## src/rtl/fp8_seq_pkg.sv

```systemverilog
`default_nettype none
// ============================================================================
//  Module      : fp8_seq_pkg
//  Description : Shared types and constants for the FP8 multiplier
//                sequencer. Holds the controller state encoding, the FP8
//                word width, the E4M3 quiet-NaN code written on timeout, and
//                the result-FIFO entry layout.
//  Revision    : 1.0 - initial release
// ============================================================================
package fp8_seq_pkg;

    // Width of one FP8 operand / result byte.
    localparam int FP8_W = 8;

    // E4M3 NaN pattern substituted for a result that never arrived.
    localparam logic [FP8_W-1:0] FP8_QNAN = 8'h7F;

    // Controller states: two operand-collection states, the start-issue
    // state (which can stall on a full result FIFO) and the wait-for-done
    // state.
    typedef enum logic [1:0] {
        LOAD_A = 2'd0,
        LOAD_B = 2'd1,
        ISSUE  = 2'd2,
        WAIT   = 2'd3
    } seq_state_t;

    // One result FIFO entry: error flag above the 8-bit product.
    typedef struct packed {
        logic             err;
        logic [FP8_W-1:0] data;
    } result_t;

endpackage : fp8_seq_pkg
`default_nettype wire

```

## src/rtl/fp8_result_fifo.sv

```systemverilog
`default_nettype none
// ============================================================================
//  Module      : fp8_result_fifo
//  Description : Small synchronous FIFO of result entries. The head entry is
//                read straight from registered storage, so it is valid
//                whenever the FIFO is non-empty and simply holds stale data
//                when empty. Simultaneous push and pop leave the occupancy
//                unchanged and keep entries in order.
//  Ports       : clk, rst_n       - clock, asynchronous active-low reset
//                push, push_data  - write request and entry
//                pop              - read request (ignored when empty)
//                head             - entry at the read pointer
//                count            - number of stored entries (0..DEPTH)
//                full, empty      - occupancy flags
//  Revision    : 1.0 - initial release
// ============================================================================
module fp8_result_fifo
    import fp8_seq_pkg::*;
#(
    parameter int DEPTH = 2     // entries, power of two, >= 2
) (
    input  logic                     clk,
    input  logic                     rst_n,
    input  logic                     push,
    input  result_t                  push_data,
    input  logic                     pop,
    output result_t                  head,
    output logic [$clog2(DEPTH):0]   count,
    output logic                     full,
    output logic                     empty
);

    localparam int            AW      = $clog2(DEPTH);
    localparam logic [AW:0]   DEPTH_C = (AW + 1)'(DEPTH);

    result_t        r_mem [DEPTH];
    logic [AW-1:0]  r_wr_ptr;
    logic [AW-1:0]  r_rd_ptr;
    logic [AW:0]    r_count;

    logic           w_push;
    logic           w_pop;

    assign empty  = (r_count == '0);
    assign full   = (r_count == DEPTH_C);

    // A pop from an empty FIFO is dropped; a push into a full FIFO is only
    // taken when the same cycle also frees a slot.
    assign w_pop  = pop && !empty;
    assign w_push = push && (!full || w_pop);

    // Pointers are exactly AW bits wide, so for a power-of-two depth they
    // wrap modulo DEPTH without extra logic.
    always_ff @(posedge clk or negedge rst_n) begin
        if (!rst_n) begin
            r_wr_ptr <= '0;
            r_rd_ptr <= '0;
            r_count  <= '0;
            for (int i = 0; i < DEPTH; i++) begin
                r_mem[i] <= '0;
            end
        end else begin
            if (w_push) begin
                r_mem[r_wr_ptr] <= push_data;
                r_wr_ptr        <= r_wr_ptr + 1'b1;
            end
            if (w_pop) begin
                r_rd_ptr <= r_rd_ptr + 1'b1;
            end
            case ({w_push, w_pop})
                2'b10:   r_count <= r_count + 1'b1;
                2'b01:   r_count <= r_count - 1'b1;
                default: r_count <= r_count;
            endcase
        end
    end

    assign head  = r_mem[r_rd_ptr];
    assign count = r_count;

endmodule : fp8_result_fifo
`default_nettype wire

```

## src/rtl/fp8_mul_seq_ctrl.sv

```systemverilog
`default_nettype none
// ============================================================================
//  Module      : fp8_mul_seq_ctrl
//  Description : Sequencer between the byte-wide pin interface and the FP8
//                multiplier core. Collects operand A then operand B on a
//                valid/ready byte input, issues a single start pulse, waits
//                for done (bounded by TIMEOUT cycles) and queues the result,
//                or a NaN error entry on timeout, in a result FIFO drained
//                over a valid/ready output.
//  Ports       : clk, rst_n                 - clock, async active-low reset
//                in_data/in_valid/in_ready  - operand byte stream (A, B)
//                mul_a, mul_b, mul_start    - operands and start to the core
//                mul_done, mul_result       - core completion and product
//                out_data/out_err/out_valid/out_ready - result stream
//                busy                       - operation in flight or results
//                                             still queued
//                op_count                   - completed operations, wrapping
//  Revision    : 1.0 - initial release
// ============================================================================
module fp8_mul_seq_ctrl
    import fp8_seq_pkg::*;
#(
    parameter int FIFO_DEPTH = 2,   // result FIFO entries, power of two, >= 2
    parameter int TIMEOUT    = 15   // WAIT cycles before forced error, 1..255
) (
    input  logic             clk,
    input  logic             rst_n,
    input  logic [FP8_W-1:0] in_data,
    input  logic             in_valid,
    output logic             in_ready,
    output logic [FP8_W-1:0] mul_a,
    output logic [FP8_W-1:0] mul_b,
    output logic             mul_start,
    input  logic             mul_done,
    input  logic [FP8_W-1:0] mul_result,
    output logic [FP8_W-1:0] out_data,
    output logic             out_err,
    output logic             out_valid,
    input  logic             out_ready,
    output logic             busy,
    output logic [7:0]       op_count
);

    localparam int         CW         = $clog2(FIFO_DEPTH) + 1;
    localparam logic [7:0] TIMER_LAST = 8'(TIMEOUT - 1);

    seq_state_t        r_state;
    logic [FP8_W-1:0]  r_mul_a;
    logic [FP8_W-1:0]  r_mul_b;
    logic              r_mul_start;
    logic [7:0]        r_timer;
    logic [7:0]        r_op_count;

    logic              w_accept;
    logic              w_timeout;
    logic              w_push;
    logic              w_pop;
    logic              w_space;
    result_t           w_push_data;
    result_t           w_head;
    logic [CW-1:0]     w_fifo_count;
    logic              w_fifo_full;
    logic              w_fifo_empty;

    // ------------------------------------------------------------------
    // Handshake decode
    // ------------------------------------------------------------------
    assign in_ready  = (r_state == LOAD_A) || (r_state == LOAD_B);
    assign w_accept  = in_valid && in_ready;
    assign w_pop     = out_valid && out_ready;

    // The last legal WAIT cycle is the one where the timer reads
    // TIMEOUT-1, giving exactly TIMEOUT WAIT cycles before the forced
    // error entry.
    assign w_timeout = (r_timer == TIMER_LAST);

    // Only WAIT produces results; done wins over a coincident timeout.
    assign w_push    = (r_state == WAIT) && (mul_done || w_timeout);

    always_comb begin
        w_push_data.err  = 1'b0;
        w_push_data.data = mul_result;
        if (!mul_done) begin
            w_push_data.err  = 1'b1;
            w_push_data.data = FP8_QNAN;
        end
    end

    // Free-slot prediction for the next cycle. Pushes only happen in WAIT,
    // so while collecting B or stalling in ISSUE the occupancy next cycle
    // is the current one minus any pop now. Registering the start from
    // this prediction lets mul_start be high in the same cycle the state
    // sits in ISSUE, and that pulse is what moves the FSM on to WAIT.
    assign w_space   = !w_fifo_full || w_pop;

    // ------------------------------------------------------------------
    // Controller FSM, operand registers, timer and op counter
    // ------------------------------------------------------------------
    always_ff @(posedge clk or negedge rst_n) begin
        if (!rst_n) begin
            r_state     <= LOAD_A;
            r_mul_a     <= '0;
            r_mul_b     <= '0;
            r_mul_start <= 1'b0;
            r_timer     <= '0;
            r_op_count  <= '0;
        end else begin
            r_mul_start <= 1'b0;
            case (r_state)
                LOAD_A: begin
                    if (w_accept) begin
                        r_mul_a <= in_data;
                        r_state <= LOAD_B;
                    end
                end
                LOAD_B: begin
                    if (w_accept) begin
                        r_mul_b     <= in_data;
                        r_state     <= ISSUE;
                        r_mul_start <= w_space;
                    end
                end
                ISSUE: begin
                    if (r_mul_start) begin
                        r_timer <= '0;
                        r_state <= WAIT;
                    end else begin
                        r_mul_start <= w_space;
                    end
                end
                WAIT: begin
                    r_timer <= r_timer + 8'd1;
                    if (w_push) begin
                        r_op_count <= r_op_count + 8'd1;
                        r_state    <= LOAD_A;
                    end
                end
                default: r_state <= LOAD_A;
            endcase
        end
    end

    // ------------------------------------------------------------------
    // Result FIFO
    // ------------------------------------------------------------------
    fp8_result_fifo #(
        .DEPTH     (FIFO_DEPTH)
    ) u_result_fifo (
        .clk       (clk),
        .rst_n     (rst_n),
        .push      (w_push),
        .push_data (w_push_data),
        .pop       (w_pop),
        .head      (w_head),
        .count     (w_fifo_count),
        .full      (w_fifo_full),
        .empty     (w_fifo_empty)
    );

    // ------------------------------------------------------------------
    // Outputs
    // ------------------------------------------------------------------
    assign mul_a     = r_mul_a;
    assign mul_b     = r_mul_b;
    assign mul_start = r_mul_start;
    assign out_data  = w_head.data;
    assign out_err   = w_head.err;
    assign out_valid = (w_fifo_count != '0);
    assign busy      = (r_state != LOAD_A) || !w_fifo_empty;
    assign op_count  = r_op_count;

endmodule : fp8_mul_seq_ctrl
`default_nettype wire

```

## config.mk

```make
export PLATFORM = sky130hd
export DESIGN_NAME = fp8_mul_seq_ctrl
export DESIGN_NICKNAME = d
export VERILOG_FILES = /design/src/rtl/fp8_seq_pkg.sv /design/src/rtl/fp8_result_fifo.sv /design/src/rtl/fp8_mul_seq_ctrl.sv
export SDC_FILE = /design/constraint.sdc
export NUM_CORES = 1
export LEC_CHECK = 0
export CORE_ASPECT_RATIO = 1.25
export CORE_UTILIZATION = 49
export DETAILED_ROUTE_END_ITERATION = 8
export GPL_ROUTABILITY_DRIVEN = 0
export GPL_TIMING_DRIVEN = 0
export PLACE_DENSITY = 0.78
export SETUP_SLACK_MARGIN = 0.3
export SLEW_MARGIN = 20
export SYNTH_ARGS = -nofsm -noshare
export SYNTH_HDL_FRONTEND = slang
export SYNTH_SLANG_ARGS = --single-unit
```

## constraint.sdc

```tcl
create_clock -name clk -period 2.8 [get_ports clk]
set_input_delay 0.56 -clock clk [delete_from_list [all_inputs] [get_ports clk]]
set_output_delay 0.56 -clock clk [all_outputs]
set_load 0.01 [all_outputs]
```

==> impl_metrics.sql, run 1 <==
INSERT INTO impl_metrics (metric_group, metric, value, unit) VALUES
('floorplanning', 'dieArea', '5600', 'um2'),
('worst_setup_path', 'count_of_cells_along_the_worst_register_to_register_path', '9', ''),
('timing', 'hold_violations', '0', ''),
('power_and_ir_drop', 'worst_vdd_rail_ir_drop', '0.667', 'mV'),
('clock_tree', 'cts_num_sinks', '57', ''),
('power_and_ir_drop', 'power_report.internal_total', '2650', 'uW'),
('timing', 'clock-skew-final', '0.00856', 'ns'),
('yosys', 'synth.mux.area_fraction', '12.8', '%'),
('cells_and_area', 'design.final.nets', '307', ''),
('cells_and_area', 'seqCellArea', '1430', 'um2'),
('yosys', 'synthDistinctLibCells', '34', ''),
('global_route', 'grt_pass1_wl', '8420', 'um'),
('worst_setup_path', 'regToRegSetupSlack', '0.72', 'ns'),
('timing', 'portion_of_the_clock_cycle_consumed_by_the_worst_path_in_the_final_layout', '84.8', '%'),
('route', 'route.final.wire_length', '4990', 'um'),
('worst_setup_path', 'criticalPathCategory', 'reg2out', ''),
('timing', 'rsz0062_at_grt', 'no', ''),
('power_and_ir_drop', 'sw_frac_of_total', '32.4', '%'),
('global_route', 'grt_antenna_before_repair', '0', ''),
('yosys', 'postSynthAreaPerCell', '12.4', 'um2'),
('cells_and_area', 'most-common-layout-cells', '57 x sky130_fd_sc_hd__dfrtp_1, 56 x sky130_fd_sc_hd__clkdlybuf4s50_1, 26 x sky130_fd_sc_hd__mux2_2, 15 x sky130_fd_sc_hd__nand2_1, 14 x sky130_fd_sc_hd__o22a_1', ''),
('cells_and_area', 'drive_gt1_share', '18.1', '%'),
('worst_setup_path', 'critical_path_peak_fanout', '10', ''),
('floorplanning', 'ioPinCount', '58', ''),
('yosys', 'synthesized_area_fraction_occupied_by_xor_and_xnor_cells', '5.39', '%'),
('power_and_ir_drop', 'proportion_of_power_drawn_by_combinational_gates', '44.2', '%'),
('floorplanning', 'core_area', '5080', 'um2'),
('yosys', 'synth_top_family_by_area', 'multiplexers', ''),
('yosys', 'synth_compound_area_share', '8.81', '%'),
('cells_and_area', 'fillerInstances', '406', ''),
('worst_setup_path', 'crit_family', 'buffers and inverters', ''),
('cells_and_area', 'multi_input_area', '1100', 'um2'),
('place', 'dpl_worst_slack', '0.344', 'ns'),
('timing', 'final.setup.worst_slack', '0.425', 'ns'),
('worst_setup_path', 'critical_path.endpoint_type', 'output pin', ''),
('power_and_ir_drop', 'switchingPower', '1270', 'uW'),
('place', 'placed_area', '3240', 'um2'),
('route', 'firstDrtPassIters', '4', ''),
('clock_tree', 'clk_pin_slew', '0.06', 'ns'),
('run_status', 'run_status', 'finished, final reports clean', ''),
('power_and_ir_drop', 'seqPwrFrac', '36.4', '%'),
('cells_and_area', 'postLayoutCellArea', '3440', 'um2'),
('cells_and_area', 'num_antenna_cells', '0', ''),
('worst_setup_path', 'timing.critical_path.slowest_cell_delay', '0.47', 'ns'),
('yosys', 'yosys_warnings', '0', ''),
('cells_and_area', 'area_growth_syn_to_layout', '32.5', '%'),
('worst_setup_path', 'crit_path_cell_trace', 'buf_2, mux2_2, clkdlybuf4s50_1', ''),
('power_and_ir_drop', 'clkPwrFrac', '19.4', '%'),
('clock_tree', 'number_of_hold_repair_buffers_added_at_the_cts_stage', '0', ''),
('worst_setup_path', 'worst_setup_path_start_kind', 'register', ''),
('floorplanning', 'initial_utilization', '51.2', '%'),
('route', 'wire_per_inst', '14.5', 'um'),
('worst_setup_path', 'worstReg2RegEnd', 'u_result_fifo.count[1]$_DFFE_PN0P_', ''),
('worst_setup_path', 'cp_num_buf_inv', '2', ''),
('power_and_ir_drop', 'pwr_density_cell', '1140', 'nW/um2'),
('clock_tree', 'numCtsBuffers', '9', ''),
('yosys', 'syn-num-nets', '239', ''),
('place', 'port-buffer-count', '57', ''),
('global_route', 'grt_util_all_layers', '20.5', '%'),
('worst_setup_path', 'startpoint_of_the_most_critical_register_to_register_path', 'r_timer[0]$_DFFE_PN0P_', ''),
('worst_setup_path', 'worstPathRequired', '2.24', 'ns'),
('floorplanning', 'placement_rows', '29', ''),
('worst_setup_path', 'critical_path.slowest_cell', 'sky130_fd_sc_hd__clkdlybuf4s50_1', ''),
('power_and_ir_drop', 'total_leakage_power', '0.00149', 'uW'),
('yosys', 'postSynthRegisterBits', '57', ''),
('clock_tree', 'clk_root_buffer_cell', 'sky130_fd_sc_hd__clkbuf_8', ''),
('route', 'detail_route.vias_per_cell', '5.29', ''),
('clock_tree', 'tritoncts', 'yes', ''),
('yosys', 'syn-instance-count', '210', ''),
('clock_tree', 'clock_tree.buffer_depth', '2', ''),
('cells_and_area', 'final_core_utilization', '67.8', '%');
worst max path at each step:
stage               depth (start not counted)                                from                                  to
global route                                3  u_result_fifo.r_rd_ptr$_DFFE_PN0P_                         out_data[6]
finish                                      3  u_result_fifo.r_rd_ptr$_DFFE_PN0P_                         out_data[5]
global placement                            1                               rst_n                mul_b[6]$_DFFE_PN0P_
floorplan                                  10              r_timer[0]$_DFFE_PN0P_  u_result_fifo.count[1]$_DFFE_PN0P_
detailed placement                          7                            mul_done  u_result_fifo.count[1]$_DFFE_PN0P_
CTS                                         3  u_result_fifo.r_rd_ptr$_DFFE_PN0P_                         out_data[5]
cell families (layout without fill, tap and decap cells):
family / count (synthesis) / after routing
AOI/OAI and AO/OA: 30 / 30
and+or+nand+nor: 52 / 52
adders and majority gates: 8 / 8
xor gates and xnor gates: 16 / 16
DFF: 57 / 57
muxes: 30 / 30
buffers and inverters: 17 / 89
sequential cells by signal (all words and copies together), names as in the netlist, 2 cells and up:
name and count:
mul_b 8, u_result_fifo.r_mem 18, r_timer 8, mul_a 8, op_count 8, r_state 2
u_result_fifo.count 2
cell usage after synthesis (all sizes together):
library cell / instances / share of area, %
dfrtp: 57 / 55
mux2: 26 / 11
nand2: 16 / 2.4
o22a: 14 / 4.7
inv: 12 / 1.7
xnor2: 10 / 3.4
nor2: 9 / 1.3
ha: 8 / 3.9
and3: 6 / 1.4
nand4: 6 / 1.4
o21ai: 6 / 1.2
xor2: 6 / 2.0
a21oi: 4 / 1.2
buf: 4 / 0.72
mux2i: 4 / 1.5
nand3: 3 / 0.58
nor3: 3 / 1.2
o22ai: 3 / 0.72
a22o: 2 / 0.67
and2: 2 / 0.48
and4b: 1 / 0.53
clkbuf: 1 / 0.19
nand2b: 1 / 0.24
nand4b: 1 / 0.34
nor3b: 1 / 0.72
nor4b: 1 / 0.34
o221ai: 1 / 0.34
or3: 1 / 0.24
or3b: 1 / 0.34
worst reg2reg max path: stages (launching register included):
cell and delay (ns):
sky130_fd_sc_hd__dfrtp_1 0.41, sky130_fd_sc_hd__inv_1 0.07, sky130_fd_sc_hd__ha_1 0.13, sky130_fd_sc_hd__and4b_4 0.27, sky130_fd_sc_hd__a22o_1 0.13, sky130_fd_sc_hd__buf_2 0.21
sky130_fd_sc_hd__nand2_1 0.13, sky130_fd_sc_hd__ha_1 0.32, sky130_fd_sc_hd__nor2_1 0.15, sky130_fd_sc_hd__xor2_1 0.18
per-layer routing:
metal / track usage, % / wire length [um] / up-vias
li1: - / - / 882
met1: 24.3 / 2160 / 886
met2: 32.3 / 2470 / 43
met3: 6.46 / 265 / 10
met4: 11.0 / 104 / 0
met5: 0 / 0 / -
through the flow:
step	total power, uW	hold slack, ns	cells
after floorplan	2400	0.264	210
after global placement	3140	0.462	329
after detailed placement	3180	0.469	329
after CTS	3970	0.297	344
after global routing	4190	0.337	344
final	3930	0.271	344
area by class of cell:
cell class | instances | area share (%)
inverters | 12 | 1.31
well taps | 62 | 2.25
clock inverters | 2 | 1.09
multi-input cells | 136 | 32.1
repair buffers | 57 | 16.5
clock buffers | 13 | 4.62
plain buffers | 5 | 0.727
flip-flops and latches | 57 | 41.4
power groups by stage:
stage                     logic (uW)  registers, uW  clock network [uW]
after global routing            1890           1490                 817
after detailed placement        1740           1440                   0
final                           1730           1430                 761
after CTS                       1760           1430                 781
after global placement          1710           1430                   0
after floorplan                  925           1470                   0
what timing repair did:
item | 4_1_cts | 5_1_grt
endpoints found under the setup margin | 5 | 0
resized for setup | 1 | 0
buffers inserted | 0 | 0
Note: power is estimated with default switching activity, not from simulation.
==> run 2: changes to the inputs <==
==> constraint.sdc (replaced) <==
create_clock -name clk -period 2.5 [get_ports clk]
set_input_delay 0.5 -clock clk [delete_from_list [all_inputs] [get_ports clk]]
set_output_delay 0.5 -clock clk [all_outputs]
set_load 0.01 [all_outputs]
==> impl_metrics.sql, run 2 (synthesis gave the netlist of run 1 again) <==
INSERT INTO impl_metrics (metric_group, metric, value, unit) VALUES
('worst_setup_path', 'worstPathRequired', '2.00', 'ns'),
('timing', 'rsz0062_at_grt', 'no', ''),
('route', 'ant_nets', '0', ''),
('global_route', 'grt_pass1_wl', '8510', 'um'),
('floorplanning', 'chipWidth', '67.1', 'um'),
('worst_setup_path', 'worstReg2RegEnd', 'u_result_fifo.count[1]$_DFFE_PN0P_', ''),
('route', 'firstDrtPassIters', '4', ''),
('power_and_ir_drop', 'total_leakage_power', '0.00155', 'uW'),
('floorplanning', 'fp.dieH', '83.4', 'um'),
('cells_and_area', 'largest_register', 'u_result_fifo.r_mem', ''),
('cells_and_area', 'final_cell_count_no_fill', '346', ''),
('worst_setup_path', 'regToRegSetupSlack', '0.45', 'ns'),
('cells_and_area', 'mostFrequentLayoutCell', 'sky130_fd_sc_hd__dfrtp_1', ''),
('route', 'route.vias.total', '1851', ''),
('place', 'post-dp-hpwl', '3360', 'um'),
('timing', 'maxSlewViolCount', '0', ''),
('cells_and_area', 'largest_register_ffs', '18', ''),
('global_route', 'grt_antenna_before_repair', '0', ''),
('clock_tree', 'h_tree_level_count', '3', ''),
('cells_and_area', 'most-common-layout-cells', '57 x sky130_fd_sc_hd__dfrtp_1, 47 x sky130_fd_sc_hd__clkdlybuf4s50_1, 26 x sky130_fd_sc_hd__mux2_2, 15 x sky130_fd_sc_hd__nand2_1, 14 x sky130_fd_sc_hd__o22a_1', ''),
('power_and_ir_drop', 'pwr_density_cell', '1260', 'nW/um2'),
('timing', 'portion_of_the_clock_cycle_consumed_by_the_worst_path_in_the_final_layout', '84.5', '%'),
('worst_setup_path', 'worst_setup_path_start_kind', 'register', ''),
('clock_tree', 'tritoncts', 'yes', ''),
('global_route', 'maximum_number_of_pins_on_one_net_before_global_route_repair', '58', ''),
('worst_setup_path', 'count_of_cells_along_the_worst_register_to_register_path', '9', ''),
('timing', 'hold_violations', '0', ''),
('timing', 'tightestPinTransition', '0.699', 'ns'),
('clock_tree', 'number_of_hold_repair_buffers_added_at_the_cts_stage', '0', ''),
('route', 'wire_per_inst', '14.7', 'um'),
('cells_and_area', 'design.final.nets', '309', ''),
('clock_tree', 'clock_tree.buffer_depth', '2', ''),
('clock_tree', 'clk_pin_slew', '0.07', 'ns'),
('timing', 'hold_slack', '0.213', 'ns'),
('worst_setup_path', 'criticalPathCategory', 'reg2out', ''),
('floorplanning', 'core_area', '5080', 'um2'),
('floorplanning', 'ioPinCount', '58', ''),
('timing', 'tns', '0', 'ns'),
('global_route', 'globalRouteOverflowTotal', '0', ''),
('place', 'placed_area', '3240', 'um2'),
('timing', 'timing.slew.headroom', '53.4', '%'),
('clock_tree', 'cts_num_sinks', '57', ''),
('timing', 'timing.fmax', '0.473', 'GHz'),
('floorplanning', 'dieArea', '5600', 'um2'),
('timing', 'layout_min_cycle_time', '2.11', 'ns'),
('timing', 'final.setup.worst_slack', '0.388', 'ns'),
('clock_tree', 'clock_latency', '0.33', 'ns'),
('global_route', 'grt_util_all_layers', '20.7', '%'),
('timing', 'clock-skew-final', '0.00923', 'ns'),
('cells_and_area', 'area_growth_syn_to_layout', '34.2', '%'),
('cells_and_area', 'num_antenna_cells', '0', ''),
('cells_and_area', 'drive_gt1_share', '19.0', '%'),
('place', 'port-buffer-count', '57', ''),
('place', 'placed_cells', '329', ''),
('min_path', 'worstHoldPathType', 'in2async', ''),
('route', 'drt_drc_violations_left', '0', ''),
('worst_setup_path', 'startpoint_of_the_most_critical_register_to_register_path', 'r_timer[0]$_DFFE_PN0P_', ''),
('run_status', 'run_status', 'finished, final reports clean', ''),
('worst_setup_path', 'critical_path_peak_fanout', '9', ''),
('clock_tree', 'clk_root_buffer_cell', 'sky130_fd_sc_hd__clkbuf_8', ''),
('flow_run', 'maxCapViolCount', '0', ''),
('clock_tree', 'numCtsBuffers', '9', ''),
('route', 'detail_route.vias_per_cell', '5.35', ''),
('place', 'dpl_worst_slack', '0.104', 'ns'),
('worst_setup_path', 'timing.critical_path.arrival', '1.61', 'ns'),
('timing', 'finalSetupViolCount', '0', ''),
('route', 'violation_count_after_the_first_detailed_route_iteration', '80', ''),
('global_route', 'first_global_vias', '1869', ''),
('worst_setup_path', 'critical_path.endpoint_type', 'output pin', ''),
('floorplanning', 'placement_rows', '29', ''),
('power_and_ir_drop', 'worst_vdd_rail_ir_drop', '0.747', 'mV'),
('cells_and_area', 'postLayoutCellArea', '3490', 'um2'),
('floorplanning', 'initial_utilization', '51.2', '%'),
('route', 'route.final.wire_length', '5100', 'um');
## run 2: changes by cell type in the layout (fill, tap and decap cells not counted), moves of 2 or more
cell / delta
sky130_fd_sc_hd__buf_4: +2
sky130_fd_sc_hd__dlymetal6s2s_1: +8
sky130_fd_sc_hd__clkdlybuf4s50_1: -9
sky130_fd_sc_hd__buf_2: -2
## run 2: area by class of cell
class | count | area [um2]
tap | 62 | 77.6
clock buffer | 13 | 159
sequential | 57 | 1430
buffer | 5 | 33.8
clock inverter | 2 | 37.5
multi-input combinational | 136 | 1110
inverter | 12 | 45.0
timing repair buffer | 59 | 602
fill | 402 | 1590
## run 2: worst max-delay path by stage
stage               slack, ns                                 end                          startpoint  cells past startpoint
floorplan                0.65  u_result_fifo.count[1]$_DFFE_PN0P_              r_timer[0]$_DFFE_PN0P_                     10
global route             0.31  u_result_fifo.count[1]$_DFFE_PN0P_              r_timer[0]$_DFFE_PN0P_                      9
CTS                      0.31                         out_data[5]  u_result_fifo.r_rd_ptr$_DFFE_PN0P_                      3
finish                   0.39                             out_err  u_result_fifo.r_rd_ptr$_DFFE_PN0P_                      3
detailed placement       0.10  u_result_fifo.count[1]$_DFFE_PN0P_                            mul_done                      7
global placement        -0.83                mul_b[6]$_DFFE_PN0P_                               rst_n                      1
## run 2: report_power, final
group          switching (uW)  internal, uW  leakage (uW)
clock                     344           510     0.0000957
combinational             814          1140      0.000769
sequential                280          1330      0.000688
## run 2: routing by layer
metal	part of all wire [%]	track usage, %	vias to the layer above
met1	43	25.2	908
met2	50	32.0	48
li1	-	-	885
met5	0	0	-
met4	2.2	11.0	0
met3	5.6	6.46	10
## run 2: worst max-delay path, stage by stage (launching register included)
cell and delay (ns):
sky130_fd_sc_hd__dfrtp_1 0.40, sky130_fd_sc_hd__buf_6 0.15, sky130_fd_sc_hd__o21ai_0 0.18, sky130_fd_sc_hd__clkdlybuf4s50_1 0.56
## run 2: what timing repair did
action | CTS | global route
resized for setup | 5 | 9
buffers inserted | 1 | 1
setup endpoints to repair | 8 | 9
pin swaps | 0 | 0
## run 2: per-stage QoR
step | utilization (%) | total power (uW)
2_1_floorplan | - | 2680
3_3_place_gp | 63.9 | 3520
3_5_place_dp | 63.9 | 3560
4_1_cts | 68.1 | 4470
5_1_grt | 68.6 | 4710
6_report | 68.6 | 4410
